File: src/rtl/conv_5_div_pkg.sv
// Shared types and constants for the conv_5 signed sequential divider.
// Rescales 24-bit conv_5 accumulator values back to 16-bit feature values.
package conv_5_div_pkg;

   typedef enum logic [1:0] {
      IDLE = 2'd0,
      CALC = 2'd1,
      FIX  = 2'd2,
      DONE = 2'd3
   } state_t;

   localparam int DIV_STEPS   = 24;
   localparam int DIV_LATENCY = 26;

   localparam logic signed [15:0] Q_MAX = 16'sh7FFF;
   localparam logic signed [15:0] Q_MIN = 16'sh8000;

endpackage

File: src/rtl/conv_5_udiv_step.sv
// One radix-2 restoring division step on magnitudes: shift the next dividend
// bit into the partial remainder and subtract the divisor when it fits.
module conv_5_udiv_step (
   input  logic [8:0]  rem_in,
   input  logic [23:0] dvd_in,
   input  logic [7:0]  dvs,
   output logic [8:0]  rem_out,
   output logic [23:0] dvd_out,
   output logic        q_bit
);

   logic [9:0] shifted;
   logic [9:0] diff;

   always_comb begin
      shifted = {rem_in, dvd_in[23]};
      diff    = shifted - {2'b00, dvs};
      q_bit   = (shifted >= {2'b00, dvs});
      rem_out = q_bit ? 9'(diff) : 9'(shifted);
      dvd_out = {dvd_in[22:0], 1'b0};
   end

endmodule

File: src/rtl/conv_5_sdiv_24s_8s_16_seq.sv
// Sequential signed divider: 24b dividend / 8b divisor -> saturated 16b
// quotient and 8b remainder, valid/ready on both sides, one op in flight.
//
// state | meaning
// IDLE  | in_ready high, waiting for operands
// CALC  | one restoring step per cycle on magnitudes (24 cycles)
// FIX   | apply signs, saturate, handle divide-by-zero, register results
// DONE  | result presented (out_valid one cycle after entry), held until taken
module conv_5_sdiv_24s_8s_16_seq
   import conv_5_div_pkg::*;
#(
   parameter int ID         = 1,
   parameter int din0_WIDTH = 24,
   parameter int din1_WIDTH = 8,
   parameter int dout_WIDTH = 16
) (
   input  logic                  ap_clk,
   input  logic                  ap_rst,
   input  logic                  in_valid,
   output logic                  in_ready,
   input  logic [din0_WIDTH-1:0] din0,
   input  logic [din1_WIDTH-1:0] din1,
   output logic                  out_valid,
   input  logic                  out_ready,
   output logic [dout_WIDTH-1:0] quot,
   output logic [7:0]            rem,
   output logic                  ovf,
   output logic                  dz
);

   // Instance tag only; no hardware depends on it.
   if (ID < 0) begin : g_id_tag
   end

   state_t state, state_nxt;

   logic [4:0]  cnt;
   logic [23:0] dvd;
   logic [7:0]  dvs;
   logic [8:0]  prem;
   logic [23:0] qmag;
   logic        neg_n, neg_d, dz_r;
   logic [7:0]  low_byte;

   logic [8:0]  step_rem;
   logic [23:0] step_dvd;
   logic        step_q;

   logic signed [24:0] qpos, q25;
   logic signed [15:0] quot_fix;
   logic [7:0]         rem_fix;
   logic               ovf_fix;

   conv_5_udiv_step u_step (
      .rem_in  (prem),
      .dvd_in  (dvd),
      .dvs     (dvs),
      .rem_out (step_rem),
      .dvd_out (step_dvd),
      .q_bit   (step_q)
   );

   assign in_ready = (state == IDLE) && !ap_rst;

   always_ff @(posedge ap_clk or posedge ap_rst) begin
      if (ap_rst) state <= IDLE;
      else        state <= state_nxt;
   end

   always_comb begin
      state_nxt = state;
      case (state)
         IDLE:    if (in_valid)               state_nxt = CALC;
         CALC:    if (cnt == 5'd0)            state_nxt = FIX;
         FIX:                                 state_nxt = DONE;
         DONE:    if (out_valid && out_ready) state_nxt = IDLE;
         default:                             state_nxt = IDLE;
      endcase
   end

   // Sign application and saturation; divide-by-zero overrides the datapath.
   always_comb begin
      qpos     = {1'b0, qmag};
      q25      = (neg_n ^ neg_d) ? -qpos : qpos;
      quot_fix = q25[15:0];
      rem_fix  = neg_n ? 8'(-prem) : 8'(prem);
      ovf_fix  = 1'b0;
      if (dz_r) begin
         quot_fix = neg_n ? Q_MIN : Q_MAX;
         rem_fix  = low_byte;
      end else if (q25 > 25'sd32767) begin
         quot_fix = Q_MAX;
         ovf_fix  = 1'b1;
      end else if (q25 < -25'sd32768) begin
         quot_fix = Q_MIN;
         ovf_fix  = 1'b1;
      end
   end

   always_ff @(posedge ap_clk or posedge ap_rst) begin
      if (ap_rst) begin
         cnt       <= '0;
         dvd       <= '0;
         dvs       <= '0;
         prem      <= '0;
         qmag      <= '0;
         neg_n     <= 1'b0;
         neg_d     <= 1'b0;
         dz_r      <= 1'b0;
         low_byte  <= '0;
         quot      <= '0;
         rem       <= '0;
         ovf       <= 1'b0;
         dz        <= 1'b0;
         out_valid <= 1'b0;
      end else begin
         out_valid <= (state == DONE) && !(out_valid && out_ready);
         case (state)
            IDLE: if (in_valid) begin
               dvd      <= din0[23] ? 24'(-din0) : din0;
               dvs      <= din1[7]  ? 8'(-din1)  : din1;
               neg_n    <= din0[23];
               neg_d    <= din1[7];
               dz_r     <= (din1 == '0);
               low_byte <= din0[7:0];
               prem     <= '0;
               qmag     <= '0;
               cnt      <= 5'(DIV_STEPS - 1);
            end
            CALC: begin
               prem <= step_rem;
               dvd  <= step_dvd;
               qmag <= {qmag[22:0], step_q};
               cnt  <= cnt - 5'd1;
            end
            FIX: begin
               quot <= quot_fix;
               rem  <= rem_fix;
               ovf  <= ovf_fix;
               dz   <= dz_r;
            end
            default: ;
         endcase
      end
   end

endmodule

File: config.mk
export PLATFORM = sky130hd
export DESIGN_NAME = conv_5_sdiv_24s_8s_16_seq
export DESIGN_NICKNAME = d
export VERILOG_FILES = /design/src/rtl/conv_5_div_pkg.sv /design/src/rtl/conv_5_udiv_step.sv /design/src/rtl/conv_5_sdiv_24s_8s_16_seq.sv
export SDC_FILE = /design/constraint.sdc
export NUM_CORES = 1
export LEC_CHECK = 0
export ABC_CLOCK_PERIOD_IN_PS = 9100
export CAP_MARGIN = 20
export CELL_PAD_IN_SITES_DETAIL_PLACEMENT = 2
export CELL_PAD_IN_SITES_GLOBAL_PLACEMENT = 2
export CORE_ASPECT_RATIO = 0.6
export CORE_MARGIN = 2
export CORE_UTILIZATION = 35
export DETAILED_ROUTE_END_ITERATION = 6
export PLACE_DENSITY = 0.86
export REMOVE_ABC_BUFFERS = 1
export SETUP_SLACK_MARGIN = 0.5
export SLEW_MARGIN = 40
export SYNTH_ARGS = -nofsm -noshare
export SYNTH_HDL_FRONTEND = slang
export SYNTH_SLANG_ARGS = --single-unit
File: constraint.sdc
create_clock -name ap_clk -period 9.1 [get_ports ap_clk]
set_clock_uncertainty 0.1 [all_clocks]
set_input_delay 0.91 -clock ap_clk [delete_from_list [all_inputs] [get_ports ap_clk]]
set_output_delay 0.91 -clock ap_clk [all_outputs]
set_load 0.02 [all_outputs]
==> flow_summary_export.csv <==
group,metric,value,unit
outcome,status,"complete, no violations",
placement,placed_cells,974,
setup_path,r2r_start,"qmag[1]",
floorplan,die_h,110.1,um
setup_path,crit_slowest_cell,"o21ai_2",
grt,grt_first_pass_wirelength,34290,um
finish,layout.area.seq,2753,um2
setup_path,end_kind,"register",
run,cap_violations,0,
detailed_routing,ant_nets,0,
setup_path,critPathKind,"register to register",
finish,multi_input_area,3447,um2
logic_synthesis,yosys.area.top_type,"dfrtp_1",
clocking,clock_sinks,110,
clocking,holdBufCountCts,0,
detailed_routing,drt-initial-drc-count,272,
logic_synthesis,synth_edf_count,0,
sta,maxSlewViolCount,0,
clocking,htree_levels,3,
power,switching_power,0.001598,W
finish,n_antenna_cell,0,
clocking,root_buffer,"clkbuf_16",
setup_path,cp.required,9.18,ns
logic_synthesis,syn_inst,713,
setup_path,setup.worst_path.start,"qmag[1]",
logic_synthesis,seq_area_frac_synth,0.4194,
clocking,cts-resized-gates,0,
logic_synthesis,synth.cells.most_frequent,"110 x dfrtp_1, 80 x nand2_1, 64 x o21ai_0",
logic_synthesis,async_reset_ff_frac,1.000,
power,ir_drop,0.0001580,V
sta,min_period,4.081,ns
logic_synthesis,yosysMostFrequentCell,"dfrtp_1",
power,p_per_area,429.5,nW/um2
placement,dp_slack,5.008,ns
setup_path,startpoint_type,"register",
finish,finalNetCount,800,
sta,fmax,245.0,MHz
grt,first_global_vias,6052,
grt,grt-ovfl-total,0,
setup_path,worstRegToRegCells,10,
logic_synthesis,synthFlopType,"dfrtp_1",
floorplan,rows,38,
logic_synthesis,postSynthRegisterBits,110,
placement,numPortBuffers,63,
sta,max_slew.worst_pin.slew,0.8119,ns
min_path,holdCritPathClass,"register to register",
detailed_routing,drtPass1Iterations,5,
placement,place_hpwl,15270,um
grt,grt_usage,0.2226,
setup_path,r2r-end,"quot[7]",
logic_synthesis,ys_types,68,
grt,grt_antenna_before_repair,0,
clocking,clkTransAtPathRegs,0.08,ns
setup_path,arrival,4.16,ns
finish,drive_above_1_share,0.08812,
finish,stdcell_count,989,
detailed_routing,via_per_inst,5.626,
clocking,tritoncts,"yes",
logic_synthesis,synth.area.top_cells,"dfrtp_1 42%, o21ai_0 4.9%, nand2_1 4.6%",
floorplan,core-area,18210,um2
floorplan,start_util,0.3604,
sta,rsz0062_at_grt,"no",
finish,fill_cells,1954,
sta,layout_setup_ws,5.019,ns
sta,whs,0.3878,ns
floorplan,die_w,180.8,um
detailed_routing,drt-total-wl,21340,um
detailed_routing,drcViolationCount,0,
sta,hold_viol,0,
finish,synthToLayoutAreaGrowth,16.47,%
finish,finalInstanceArea,7644,um2
detailed_routing,routedWlPerCell,21.58,um
setup_path,endpoint,"quot[7]",
power,combPwrFrac,0.608,
sta,setup_violations,0,
power,p_leak,3.242,nW
grt,grt_max_degree,67,
clocking,cts_buffers,9,
setup_path,r2r_slack,5.02,ns
floorplan,io_pins,64,
sta,period_share,0.4485,
placement,placed_area,7345,um2
placement,gp_congestion,0.8357,
setup_path,crit_fanout,12,
detailed_routing,dr_total_vias,5564,
logic_synthesis,yosysTopAreaCellShare,0.4194,
setup_path,cpPeakStageDelay,0.69,ns
setup_path,cp_cell_sequence,"inv_1, ha_1, or4b_4, nor4_4, mux2_1, o32a_1, nor4_2, a311oi_1, o21ai_2, o221ai_1",
logic_synthesis,postSynthAreaPerCell,9.204,um2
floorplan,dieArea,19900,um2
sta,relSlewSlack,0.4586,
sta,fin_tns_setup,0,ns
logic_synthesis,syn_area,6563,um2
clocking,clk_latency,0.37,ns
clocking,postCtsSetupRepairBufs,0,
power,p_sw_frac,0.4868,
clocking,clk_path_buf_depth,2,
power,intPower,0.001685,W
logic_synthesis,ys_warn_count,0,
power,p_clk_frac,0.126,
power,seq_power_share,0.265,
==> registers in the layout, indices dropped and copies added, names as in the netlist <==
| name | flops |
|---|---|
| dvd | 24 |
| qmag | 24 |
| quot | 16 |
| prem | 9 |
| dvs | 8 |
| low_byte | 8 |
| rem | 8 |
| cnt | 5 |
| state | 2 |
| dz | 1 |
| dz_r | 1 |
| neg_d | 1 |
| neg_n | 1 |
| out_valid | 1 |
| ovf | 1 |
==> worst max-delay path, delay by kind of cell, from the launching register on <==
family | cells | cell delay, ns
buffers and inverters | 1 | 0.15
muxes | 1 | 0.37
adders and majority gates | 1 | 0.22
AOI/OAI and AO/OA | 4 | 1.34
and+or+nand+nor | 3 | 1.30
DFF | 1 | 0.42
==> power by group through the flow <==
stage,Clock [W],Combinational (W),Sequential [W]
final,0.000415,0.00200,0.000871
after CTS,0.000424,0.00200,0.000874
after detailed placement,0,0.00197,0.000876
after global routing,0.000442,0.00218,0.000900
after floorplan,0,0.00127,0.000883
after global placement,0,0.00183,0.000854
==> stage by stage <==
step | util | power [W]
finish | 0.4197 | 0.003283
global route | 0.4197 | 0.003526
CTS | 0.4197 | 0.003298
detailed placement | 0.4033 | 0.002846
global placement | 0.4030 | 0.002682
floorplan | - | 0.002151
==> routing by layer <==
metal / vias to the layer above / GRT usage / share of wire
met5: - / 0 / 0
met4: 0 / 0.04608 / 0.0063
met3: 10 / 0.03417 / 0.034
met2: 100 / 0.3851 / 0.49
met1: 2876 / 0.2995 / 0.47
li1: 2578 / - / -
==> worst min path at each step <==
| stage | endpoint | depth (start not counted) | start | slack [ns] |
|---|---|---|---|---|
| after floorplan | prem[8] | 2 | prem[8] | 0.34 |
| after global placement | dvd[13] | 2 | dvd[13] | 0.36 |
| final | dvd[8] | 2 | dvd[8] | 0.39 |
| after CTS | dvs[4] | 2 | dvs[4] | 0.39 |
| after global routing | dvd[3] | 2 | dvd[3] | 0.41 |
| after detailed placement | dvd[15] | 2 | dvd[15] | 0.37 |
==> cells by family after synthesis <==
group | after synthesis | synth area share
simple gates | 207 | 0.1535
compound gates | 197 | 0.2044
flops | 110 | 0.4194
buf+inv | 91 | 0.05796
xor+xnor | 60 | 0.08008
mux | 29 | 0.04728
fa+ha+maj | 19 | 0.03737
==> layout make-up <==
type | instances | area share
multi-input cells | 512 | 0.4510
inverters | 41 | 0.02046
clock buffers | 9 | 0.02946
clock inverters | 6 | 0.009494
flip-flops and latches | 110 | 0.3601
repair buffers | 71 | 0.09019
well taps | 240 | 0.03929
==> cells in the final DEF (no fill, tap or decap), types with 4 or more instances in the layout <==
cell             instances
nand3_1                  4
a21o_1                   5
o221ai_2                10
o41ai_1                  6
nor3_1                  10
buf_4                    7
nand2b_1                 5
o21ai_1                  4
dfrtp_1                110
o21ai_0                 64
nor2_1                  53
nor2b_1                  6
or4_1                    6
clkdlybuf4s50_1         62
nand4_1                  5
nor4_1                  11
nand2_1                 79
mux2i_1                 13
or3_1                    7
xor2_1                  34
xnor2_1                 25
o31ai_1                 12
o22ai_1                  5
a31oi_1                  6
a21oi_1                 39
a22o_1                  17
and3_1                   4
inv_1                   39
mux2_2                  15
clkbuf_16                9
ha_1                    18
Power figures use the tool's default switching activity.
